File: src/rtl/msg_arbiter2.sv
// msg_arbiter2: two-channel round-robin message arbiter with 4-phase
// req/ack handshakes on both sides and a one-message holding register.
// Raw handshake inputs are debounced by msg_arbiter2_chk before use.

// Level checker: the checked level follows the raw input only after the
// raw input has disagreed with it for CKS consecutive clock edges.
module msg_arbiter2_chk #(
    parameter int CKS = 2
) (
    input  logic clk_i,
    input  logic rst_i,
    input  logic raw_i,
    output logic lvl_o
);
    localparam int CW = $clog2(CKS + 1);

    logic [CW-1:0] cnt_q, cnt_d;
    logic          lvl_q, lvl_d;

    // Next-state: count consecutive disagreements, flip the level on the CKS-th one
    always_comb begin
        cnt_d = {CW{1'b0}};
        lvl_d = lvl_q;
        if (raw_i == lvl_q) begin
            cnt_d = {CW{1'b0}};
        end else if (cnt_q == CW'(CKS - 1)) begin
            lvl_d = raw_i;
            cnt_d = {CW{1'b0}};
        end else begin
            cnt_d = cnt_q + CW'(1);
        end
    end

    // Checker state register with synchronous reset to a low level
    always_ff @(posedge clk_i) begin
        if (rst_i) begin
            cnt_q <= {CW{1'b0}};
            lvl_q <= 1'b0;
        end else begin
            cnt_q <= cnt_d;
            lvl_q <= lvl_d;
        end
    end

    assign lvl_o = lvl_q;
endmodule

module msg_arbiter2 #(
    parameter int ASZ     = 6,
    parameter int DSZ     = 4,
    parameter int RSZ     = 4,
    parameter int REQ_CKS = 2,
    parameter int ACK_CKS = 2
) (
    input  logic           gch_clk,
    input  logic           gch_reset,
    output logic           gch_ready,
    input  logic [ASZ-1:0] rcv0_addr,
    input  logic [DSZ-1:0] rcv0_dat,
    input  logic [RSZ-1:0] rcv0_red,
    input  logic           rcv0_req,
    output logic           rcv0_ack_out,
    input  logic [ASZ-1:0] rcv1_addr,
    input  logic [DSZ-1:0] rcv1_dat,
    input  logic [RSZ-1:0] rcv1_red,
    input  logic           rcv1_req,
    output logic           rcv1_ack_out,
    output logic [ASZ-1:0] snd0_addr,
    output logic [DSZ-1:0] snd0_dat,
    output logic [RSZ-1:0] snd0_red,
    output logic           snd0_req_out,
    input  logic           snd0_ack
);
    typedef enum logic [1:0] {
        ST_INIT  = 2'd0,
        ST_IDLE  = 2'd1,
        ST_SEND  = 2'd2,
        ST_DRAIN = 2'd3
    } state_t;

    state_t         state_q, state_d;
    logic           ready_q, ready_d;
    logic           last_q, last_d;
    logic           ack0_q, ack0_d;
    logic           ack1_q, ack1_d;
    logic           sreq_q, sreq_d;
    logic [ASZ-1:0] addr_q, addr_d;
    logic [DSZ-1:0] dat_q, dat_d;
    logic [RSZ-1:0] red_q, red_d;

    logic req0_lvl_s, req1_lvl_s, ack_lvl_s;
    logic elig0_s, elig1_s, grant0_s, grant1_s;

    msg_arbiter2_chk #(.CKS(REQ_CKS)) u_chk_req0 (
        .clk_i(gch_clk), .rst_i(gch_reset), .raw_i(rcv0_req), .lvl_o(req0_lvl_s));
    msg_arbiter2_chk #(.CKS(REQ_CKS)) u_chk_req1 (
        .clk_i(gch_clk), .rst_i(gch_reset), .raw_i(rcv1_req), .lvl_o(req1_lvl_s));
    msg_arbiter2_chk #(.CKS(ACK_CKS)) u_chk_ack (
        .clk_i(gch_clk), .rst_i(gch_reset), .raw_i(snd0_ack), .lvl_o(ack_lvl_s));

    // A requester whose ack is still high has not finished its handshake and
    // must not be captured twice. On a tie the pointer hands the grant to
    // the requester that was not served last.
    assign elig0_s  = req0_lvl_s & ~ack0_q;
    assign elig1_s  = req1_lvl_s & ~ack1_q;
    assign grant0_s = elig0_s & (~elig1_s | last_q);
    assign grant1_s = elig1_s & (~elig0_s | ~last_q);

    // Next-state and output logic for the arbitration FSM and holding register
    always_comb begin
        state_d = state_q;
        ready_d = ready_q;
        last_d  = last_q;
        ack0_d  = ack0_q;
        ack1_d  = ack1_q;
        sreq_d  = sreq_q;
        addr_d  = addr_q;
        dat_d   = dat_q;
        red_d   = red_q;

        // Requester acks drop as soon as the checked req goes low, in any state
        if (ack0_q && !req0_lvl_s) begin
            ack0_d = 1'b0;
        end else begin
            ack0_d = ack0_q;
        end
        if (ack1_q && !req1_lvl_s) begin
            ack1_d = 1'b0;
        end else begin
            ack1_d = ack1_q;
        end

        case (state_q)
            ST_INIT: begin
                state_d = ST_IDLE;
                ready_d = 1'b1;
            end
            ST_IDLE: begin
                if (grant0_s) begin
                    addr_d  = rcv0_addr;
                    dat_d   = rcv0_dat;
                    red_d   = rcv0_red;
                    ack0_d  = 1'b1;
                    sreq_d  = 1'b1;
                    last_d  = 1'b0;
                    state_d = ST_SEND;
                end else if (grant1_s) begin
                    addr_d  = rcv1_addr;
                    dat_d   = rcv1_dat;
                    red_d   = rcv1_red;
                    ack1_d  = 1'b1;
                    sreq_d  = 1'b1;
                    last_d  = 1'b1;
                    state_d = ST_SEND;
                end else begin
                    state_d = ST_IDLE;
                end
            end
            ST_SEND: begin
                if (ack_lvl_s) begin
                    sreq_d  = 1'b0;
                    state_d = ST_DRAIN;
                end else begin
                    state_d = ST_SEND;
                end
            end
            ST_DRAIN: begin
                if (!ack_lvl_s) begin
                    state_d = ST_IDLE;
                end else begin
                    state_d = ST_DRAIN;
                end
            end
            default: begin
                state_d = ST_INIT;
            end
        endcase
    end

    // State and output registers; reset drops any held message and all handshakes
    always_ff @(posedge gch_clk) begin
        if (gch_reset) begin
            state_q <= ST_INIT;
            ready_q <= 1'b0;
            last_q  <= 1'b1;
            ack0_q  <= 1'b0;
            ack1_q  <= 1'b0;
            sreq_q  <= 1'b0;
            addr_q  <= {ASZ{1'b0}};
            dat_q   <= {DSZ{1'b0}};
            red_q   <= {RSZ{1'b0}};
        end else begin
            state_q <= state_d;
            ready_q <= ready_d;
            last_q  <= last_d;
            ack0_q  <= ack0_d;
            ack1_q  <= ack1_d;
            sreq_q  <= sreq_d;
            addr_q  <= addr_d;
            dat_q   <= dat_d;
            red_q   <= red_d;
        end
    end

    assign gch_ready    = ready_q;
    assign rcv0_ack_out = ack0_q;
    assign rcv1_ack_out = ack1_q;
    assign snd0_req_out = sreq_q;
    assign snd0_addr    = addr_q;
    assign snd0_dat     = dat_q;
    assign snd0_red     = red_q;
endmodule
File: config.mk
export PLATFORM = sky130hd
export DESIGN_NAME = msg_arbiter2
export DESIGN_NICKNAME = d
export VERILOG_FILES = /design/src/rtl/msg_arbiter2.sv
export SDC_FILE = /design/constraint.sdc
export NUM_CORES = 1
export LEC_CHECK = 0
export CELL_PAD_IN_SITES_DETAIL_PLACEMENT = 1
export CELL_PAD_IN_SITES_GLOBAL_PLACEMENT = 2
export CORE_MARGIN = 2
export CORE_UTILIZATION = 30
export CTS_BUF_LIST = sky130_fd_sc_hd__clkbuf_4 sky130_fd_sc_hd__clkbuf_8
export CTS_CLUSTER_DIAMETER = 40
export DETAILED_ROUTE_END_ITERATION = 6
export PLACE_DENSITY = 0.87
export SYNTH_ARGS = -nofsm -noshare
export SYNTH_HDL_FRONTEND = slang
export SYNTH_SLANG_ARGS = --single-unit
File: constraint.sdc
create_clock -name gch_clk -period 4.1 [get_ports gch_clk]
set_clock_uncertainty 0.1 [all_clocks]
set_input_delay 1.025 -clock gch_clk [delete_from_list [all_inputs] [get_ports gch_clk]]
set_output_delay 1.025 -clock gch_clk [all_outputs]
set_load 0.01 [all_outputs]
==> run summary, run 1 <==
TritonRoute pass-1 iters - 4
post-DR wirelength/cell - 15.4 um
CP Capture Type - output port
largest net degree at the start of global routing - 29
Mapped Nets - 200
clock slew at reported path FFs - 0.06 ns
max_slew headroom - 40.8%
power per cell area - 350 nW/um^2
worst flop-to-flop path startpoint - rcv1_ack_out
# port buffers - 50
Die Area - 5940 sq um
Worst Reg2Reg Path Length in Cells - 3
largest area contributor in the netlist - dfxtp_1
ANT cells - 0
DPL Wire Length - 2.93 mm
Hold WC Path Type - flop to flop
CP required - 2.97 ns
share of cells above drive strength 1 - 13.5%
placed cells - 270
most frequent cell after synthesis - dfxtp_1
clk root buf - clkbuf_8
Least-Margin Pin Slew - 0.883 ns
initial antenna violation count - 0
Yosys reg bits - 30
most frequent cells after synthesis - 30 x dfxtp_1, 20 x inv_1, 17 x a221oi_2, 15 x o21ai_0, 14 x and3b_1
Max Root-Sink Buffers - 2
max incr delay on CP - 0.63 ns
max cap viols - 0
vias after detailed routing - 1404
post-CTS resize count - 0
Netlist cell types - 28
unrepaired setup endpoints after global routing - no
CTS tree - built
critical path startpoint - rcv0_ack_out
initial core utilization - 31.2%
WHS Path Cells - 1
Syn Inst Count - 164
Sum Neg Setup Slack - 0 ns
GR Overflow Total - 0
total CTS buffers - 5
final wirelength - 4.27 mm
Top FF cell, synth - dfxtp_1
fin. max-slew vios - 0
Total GRT Usage - 15.4%
final setup fails - 0
cell family with most CP delay - buffers and inverters
critical path class - flop to output port
first-pass GRT wire length - 7.38 mm
post-CTS setup buffer count - 0
row count - 26
# DRC - 0
crit path max fanout - 18
post-synthesis async set-or-reset flop share - 0%
Data arrival, critical path - 1.53 ns
# clock sinks - 30
Finished Layout Cells - 278
Die X - 77.1 um
Post-synth EDFFs - 0
Final GP Congestion - 0.709
final hold viol count - 0
crit path max-delay cell type - clkdlybuf4s50_1
Via density - 5.05
Seq/Total Area, Yosys - 37.5%
status - finished, final reports clean
area grow syn2layout - 38.6%
ANT nets after route - 0
chip height - 77.1 um
Final nets - 243
Final Critical Period - 2.65 ns
yosys warns - 0
Startpoint Class - flop
mapped cell area - 1600 sq um
Initial DRC Count - 86
Static Leak - 0.000799 uW
f_max - 377 MHz
worst path cell trace - clkdlybuf4s50_1
core footprint - 5140 sq um
crit share post-route - 64.7%
Hold Startpoint - u_chk_req1.cnt_q[0]
# IOs - 51
Worst-Skew Late Latency - 0.28 ns
WP depth - 1
htree depth - 2
peak supply drop - 0.199 mV
Post-CTS Hold Fix Bufs - 0
synth top area cells - dfxtp_1 37%, a221oi_2 16%, and3b_1 7.7%
Synth top area share - 37.5%
vias in the first global route - 1503
Synth Area per Inst - 9.77 sq um
CP bufs+invs - 1
[worst paths after layout]
check                   endpoint  slack [ns]
max                 rcv0_ack_out        1.45
min          u_chk_req1.cnt_q[0]        0.32
max reg2reg          snd0_dat[2]        1.83
min reg2reg  u_chk_req1.cnt_q[0]        0.32
[per-stage QoR]
stage	instance area [sq um]	hold slack, ns	utilization, %	total power, uW	worst slack (ns)
final	2220	0.321	43.2	778	1.45
after global routing	2220	0.342	43.2	818	1.32
after CTS	2220	0.324	43.2	790	1.41
after detailed placement	2110	0.315	41.1	494	1.72
after global placement	2110	0.311	41.1	489	1.74
after floorplan	1600	0.297	-	423	2.37
[routing by layer]
metal	routed length, um	GRT usage, %	up-vias
li1	-	-	685
met1	1900	18.7	689
met2	2160	26.8	28
met3	193	4.00	2
met4	22	4.29	0
met5	0	0	-
[cells in the final DEF (no fill, tap or decap), types with 2 or more instances in the layout]
| master | synthesis | layout |
|---|---|---|
| o211a_1 | 2 | 2 |
| dfxtp_1 | 30 | 30 |
| a21oi_1 | 4 | 4 |
| xnor2_1 | 3 | 3 |
| clkinv_2 | 0 | 2 |
| and3b_1 | 14 | 14 |
| buf_4 | 2 | 2 |
| o21ai_0 | 15 | 15 |
| nand2b_1 | 3 | 3 |
| clkdlybuf4s50_1 | 0 | 50 |
| a221oi_1 | 11 | 11 |
| or3_1 | 3 | 3 |
| nor2_1 | 11 | 11 |
| inv_1 | 20 | 20 |
| mux2i_1 | 3 | 3 |
| ha_1 | 3 | 3 |
| clkbuf_8 | 0 | 5 |
| a221oi_2 | 17 | 17 |
[cell type report]
type | count | area, sq um
fillers | 614 | 2920
well taps | 70 | 87.6
inverters | 20 | 75.1
repair buffers | 52 | 515
multi-input cells | 98 | 835
clock buffers | 5 | 68.8
flip-flops and latches | 30 | 601
clock inverters | 3 | 40.0
[cell families (layout without fill, tap and decap cells)]
group	Yosys count	in the layout	synth area share, %
buffers and inverters	36	80	10.5
adders and majority gates	3	3	2.34
xor gates and xnor gates	3	3	1.64
AOI/OAI and AO/OA	53	53	31.2
and+or+nand+nor	36	36	15.0
muxes	3	3	1.87
DFF	30	30	37.5
[registers in the layout, indices dropped and copies added (netlist names), 2 cells and up]
signal and cells:
u_chk_req0.cnt_q 2, snd0_red 4, u_chk_req1.cnt_q 2, state_q 2
u_chk_ack.cnt_q 2, snd0_addr 6, snd0_dat 4
[report_power, final]
part / internal, uW / switching [uW] / total [uW] / leakage [uW]
Clock: 179 / 115 / 293 / 0.0000579
Combinational: 86.6 / 70.0 / 157 / 0.000496
Sequential: 312 / 16.1 / 329 / 0.000245
Total: 578 / 201 / 778 / 0.000799
Note: power is estimated with default switching activity, not from simulation.
==> run 2: changes to the inputs <==
- CORE_UTILIZATION: 30 -> 26
- PLACE_DENSITY: 0.87 -> 0.8
- clock period: 4.1 -> 2.35 ns (I/O delays scaled with it)
==> run 2 against run 1 <==
Effect of this change:
- core utilization decreased by 5.0 points
- critical path depth stayed put
- power rose by 73%
- sequential power is 73% higher
- highest routed layer unchanged
==> run summary, run 2 (synthesis gave the netlist of run 1 again) <==
CTS tree - built
vias after detailed routing - 1406 (+0.14%)
Final Critical Period - 2.14 ns
Largest register FFs - 6 (unchanged)
Tot Pwr - 1350 uW (+73%)
Die X - 82.5 um (+7.0%)
worst path cell trace - clkdlybuf4s50_1
largest net degree at the start of global routing - 29 (unchanged)
total CTS buffers - 5 (unchanged)
power per cell area - 592 nW/um^2 (+69%)
setup ws final - 0.213 ns (-1.23 ns)
vias in the first global route - 1344 (-11%)
crit path max-delay cell type - clkdlybuf4s50_1
fin. max-slew vios - 0 (unchanged)
crit share post-route - 90.9%
post-CTS setup buffer count - 0 (unchanged)
max_slew headroom - 52.6% (+12 points)
initial antenna violation count - 0 (unchanged)
final wirelength - 4.11 mm (-4.0%)
Final Core Density - 38.2% (-5.0 points)
Worst Reg2Reg Path Length in Cells - 3 (unchanged)
Die Area - 6810 sq um (+15%)
area grow syn2layout - 41.9%
ANT cells - 0 (unchanged)
core footprint - 5960 sq um (+16%)
WP depth - 1 (unchanged)
htree depth - 2 (unchanged)
clock slew at reported path FFs - 0.07 ns (about the same)
CP required - 1.66 ns (-1.31 ns)
GR Overflow Total - 0 (unchanged)
R2R Setup Slk - 0.44 ns (-1.39 ns)
unrepaired setup endpoints after global routing - no
final setup fails - 0 (unchanged)
share of cells above drive strength 1 - 15.9% (+2.4 points)
# DRC - 0 (unchanged)
commonest non-fill, non-tap cells in the layout - 50 x clkdlybuf4s50_1, 30 x dfxtp_1, 20 x inv_1
TritonRoute pass-1 iters - 2 (-2)
Max Root-Sink Buffers - 2 (unchanged)
f_max - 468 MHz
peak supply drop - 0.275 mV (+38%)
ANT nets after route - 0 (unchanged)
cell family with most CP delay - buffers and inverters
Static Leak - 0.000828 uW (+3.6%)
Data arrival, critical path - 1.45 ns (-0.08 ns)
# port buffers - 50 (unchanged)
CP bufs+invs - 1 (unchanged)
critical path startpoint - rcv0_ack_out
Startpoint Class - flop
status - finished, final reports clean
post-DR wirelength/cell - 14.2 um (-7.6%)
CP Capture Type - output port
crit path max fanout - 14 (-4)
clk root buf - clkbuf_8
Final GP Congestion - 0.740 (+4.3%)
# clock sinks - 30 (unchanged)
first-pass GRT wire length - 6.51 mm (-12%)
chip height - 82.5 um (+7.0%)
max incr delay on CP - 0.62 ns (about the same)
post-CTS resize count - 0 (unchanged)
Via density - 4.87 (-3.7%)
Least-Margin Pin Slew - 0.710 ns (-0.173 ns)
Sum Neg Setup Slack - 0 ns (unchanged)
CP endpoint - rcv0_ack_out
Final nets - 249 (+2.5%)
Post-CTS Hold Fix Bufs - 0 (unchanged)
Worst-Skew Late Latency - 0.28 ns (about the same)
Hold WC Path Type - flop to flop
# IOs - 51 (unchanged)
Post-DP Area - 2160 sq um (+2.4%)
RR Endpoint - snd0_red[2]
row count - 28 (+7.7%)
Total GRT Usage - 12.9% (-2.5 points)
commonest non-fill, non-tap cell in the layout - clkdlybuf4s50_1
DP Worst Slack - 0.327 ns (-1.39 ns)
critical path class - flop to output port
Initial DRC Count - 67 (-22%)
final instance area - 2270 sq um (+2.4%)
max cap viols - 0 (unchanged)
worst flop-to-flop path startpoint - u_chk_req1.lvl_o
initial core utilization - 26.9% (-4.3 points)
final hold viol count - 0 (unchanged)
DPL Wire Length - 2.95 mm (+0.74%)
## run 2: per-stage QoR
stage	hold WS, ns	instances
finish	0.320	289
global route	0.345	289
CTS	0.324	289
detailed placement	0.315	281
global placement	0.305	281
floorplan	0.297	164
## run 2: worst min-delay path by stage
stage / start / depth (start not counted) / slack [ns] / endpoint
5_1_grt: u_chk_req1.cnt_q[0] / 1 / 0.35 / u_chk_req1.cnt_q[0]
3_3_place_gp: u_chk_req1.cnt_q[0] / 1 / 0.31 / u_chk_req1.cnt_q[0]
3_5_place_dp: u_chk_req1.cnt_q[0] / 1 / 0.31 / u_chk_req1.cnt_q[0]
2_1_floorplan: u_chk_ack.cnt_q[0] / 1 / 0.30 / u_chk_ack.cnt_q[0]
6_report: u_chk_req1.cnt_q[0] / 1 / 0.32 / u_chk_req1.cnt_q[0]
4_1_cts: u_chk_req1.cnt_q[0] / 1 / 0.32 / u_chk_req1.cnt_q[0]
## run 2: layout make-up
type | count | area, sq um
fill | 710 | 3680
multi-input combinational | 98 | 835
sequential | 30 | 601
timing repair buffer | 58 | 561
clock buffer | 8 | 110
tap | 75 | 93.8
inverter | 20 | 75.1
## run 2: routing by layer
layer | global-route usage (%) | vias to the layer above | part of all wire [%]
met1 | 15.8 | 665 | 45
li1 | - | 708 | -
met5 | 0 | - | 0
met2 | 20.9 | 28 | 47
met3 | 3.91 | 5 | 6.0
met4 | 5.41 | 0 | 1.3
## run 2: power breakdown
| part | switching, uW | internal (uW) |
|---|---|---|
| combinational | 126 | 158 |
| clock | 198 | 296 |
| sequential | 22.7 | 545 |
| total | 347 | 999 |
==> run 3: changes to the inputs <==
- CORE_UTILIZATION: 26 -> 35
- DONT_BUFFER_PORTS: not set -> 1
- PLACE_DENSITY: 0.8 -> 0.78
==> run 3 against run 2 <==
Effect of this change:
- sequential cell count unchanged
- clock-buffer cell count is the same
- final cell count shrank 26%
- combinational power shrank 39%
- critical path type is now flop to flop
==> run summary, run 3 (synthesis gave the netlist of run 1 again) <==
worst path cell trace - or3b_1, a221oi_1, a221oi_1
largest net degree at the start of global routing - 29 (unchanged)
commonest non-fill, non-tap cell in the layout - dfxtp_1
sequential power share - 46.7% (+4.5 points)
ANT nets after route - 0 (unchanged)
peak supply drop - 0.384 mV (+39%)
ANT cells - 0 (unchanged)
Worst-Skew Late Latency - 0.27 ns (about the same)
clk root buf - clkbuf_8
max incr delay on CP - 0.67 ns (+0.05 ns)
# clock sinks - 30 (unchanged)
Static Leak - 0.000635 uW (-23%)
DP Worst Slack - 0.514 ns (+0.187 ns)
post-CTS resize count - 0 (unchanged)
placed cells - 207 (-26%)
# IOs - 51 (unchanged)
WHS Path Cells - 1 (unchanged)
Data arrival, critical path - 1.89 ns (+0.44 ns)
Least-Margin Pin Slew - 0.695 ns (-0.0156 ns)
post-CTS setup buffer count - 0 (unchanged)
Final Critical Period - 1.84 ns (-0.295 ns)
Post-DP Area - 1630 sq um (-25%)
Final nets - 198 (-20%)
Finished Layout Cells - 215 (-26%)
TritonRoute pass-1 iters - 4 (+2)
vias after detailed routing - 1236 (-12%)
htree depth - 2 (unchanged)
final instance area - 1740 sq um (-24%)
Initial DRC Count - 57 (-15%)
Clk pwr share - 39.2% (+2.5 points)
Layout fillers - 523 (-26%)
Die X - 71.7 um (-13%)
CTS tree - built
Switching Fraction - 26.0% (+0.19 points)
CP required - 2.40 ns (+0.74 ns)
Worst Reg2Reg Path Length in Cells - 3 (unchanged)
unrepaired setup endpoints after global routing - no
Max Root-Sink Buffers - 2 (unchanged)
fin. max-slew vios - 0 (unchanged)
initial core utilization - 36.6% (+9.6 points)
area grow syn2layout - 8.43%
crit path max-delay cell type - or3b_1
Total GRT Usage - 16.5% (+3.6 points)
power per cell area - 714 nW/um^2 (+21%)
Startpoint Class - flop
vias in the first global route - 1328 (-1.2%)
crit-path most repeated cell - a221oi_1
area of the multi-input gates - 835 sq um (unchanged)
post-DR wirelength/cell - 18.5 um (+30%)
register area - 601 sq um (unchanged)
max_slew headroom - 53.7% (+1.0 points)
Post-CTS Hold Fix Bufs - 0 (unchanged)
crit share post-route - 78.4% (-13 points)
commonest non-fill, non-tap cells in the layout - 30 x dfxtp_1, 20 x inv_1, 17 x a221oi_2
switching power - 323 uW (-7.1%)
f_max - 543 MHz (+16%)
DPL Wire Length - 2.86 mm (-2.9%)
# port buffers - 0 (-100%)
max cap viols - 0 (unchanged)
final wirelength - 3.98 mm (-3.1%)
# DRC - 0 (unchanged)
first-pass GRT wire length - 6.54 mm (+0.43%)
core footprint - 4380 sq um (-26%)
share of cells above drive strength 1 - 20.2% (+4.4 points)
row count - 24 (-14%)
internal power - 919 uW (-8.0%)
Logic pwr share - 14.1% (-7.0 points)
final setup fails - 0 (unchanged)
Sum Neg Setup Slack - 0 ns (unchanged)
total CTS buffers - 5 (unchanged)
final hold viol count - 0 (unchanged)
Via density - 5.75 (+18%)
GR Overflow Total - 0 (unchanged)
chip height - 71.7 um (-13%)
setup ws final - 0.509 ns (+0.295 ns)
status - finished, final reports clean
Die Area - 5140 sq um (-25%)
Hold WC Path Type - input pin to flop
Largest register FFs - 6 (unchanged)
initial antenna violation count - 0 (unchanged)
critical path class - flop to flop
crit path max fanout - 14 (unchanged)
CP Capture Type - flop
clock slew at reported path FFs - 0.07 ns (about the same)
Final GP Congestion - 0.756 (+2.2%)
-- run 3: cell types whose count changed in the layout (fill, tap and decap cells not counted), sizes merged --
cell           before  now
clkdlybuf4s50      50    0
buf                 8    7
-- run 3: final timing paths --
kind	start	to	slack, ns
setup / recovery	u_chk_req1.lvl_o	snd0_addr[4]	0.51
hold / removal	gch_reset	snd0_addr[3]	0.27
setup reg to reg	u_chk_req1.lvl_o	snd0_addr[4]	0.51
hold reg to reg	u_chk_req1.cnt_q[0]	u_chk_req1.cnt_q[0]	0.32
-- run 3: layer usage --
layer	GRT usage (%)	wire (um)	vias to the layer above
met5	0	0	-
met4	5.03	36	0
li1	-	-	596
met3	6.19	277	5
met2	28.5	2020	27
met1	18.8	1650	608
-- run 3: power groups by stage --
stage / registers [uW] / clock network, uW / logic (uW)
2_1_floorplan: 586 / 0 / 152
5_1_grt: 585 / 523 / 195
4_1_cts: 581 / 501 / 177
3_5_place_dp: 592 / 0 / 177
3_3_place_gp: 590 / 0 / 165
6_report: 580 / 487 / 175
-- run 3: metrics by stage --
step | hold slack, ns | power, uW | utilization, %
4_1_cts | 0.258 | 1260 | 39.6
2_1_floorplan | 0.297 | 739 | -
5_1_grt | 0.253 | 1300 | 39.6
3_5_place_dp | 0.315 | 769 | 37.1
3_3_place_gp | 0.304 | 755 | 37.1
6_report | 0.271 | 1240 | 39.6
-- run 3: layout make-up --
cell class / count / share of cell area, %
multi-input combinational: 98 / 48.0
clock buffer: 8 / 6.34
inverter: 20 / 4.32
timing repair buffer: 7 / 3.02
tap: 52 / 3.74
sequential: 30 / 34.6
-- run 3: critical path: cells and delay by family (launching register included) --
family           cells  cell delay, ns
flip-flops           1            0.41
AND/OR/NAND/NOR      1            0.67
AO/OA/AOI/OAI        2            0.53
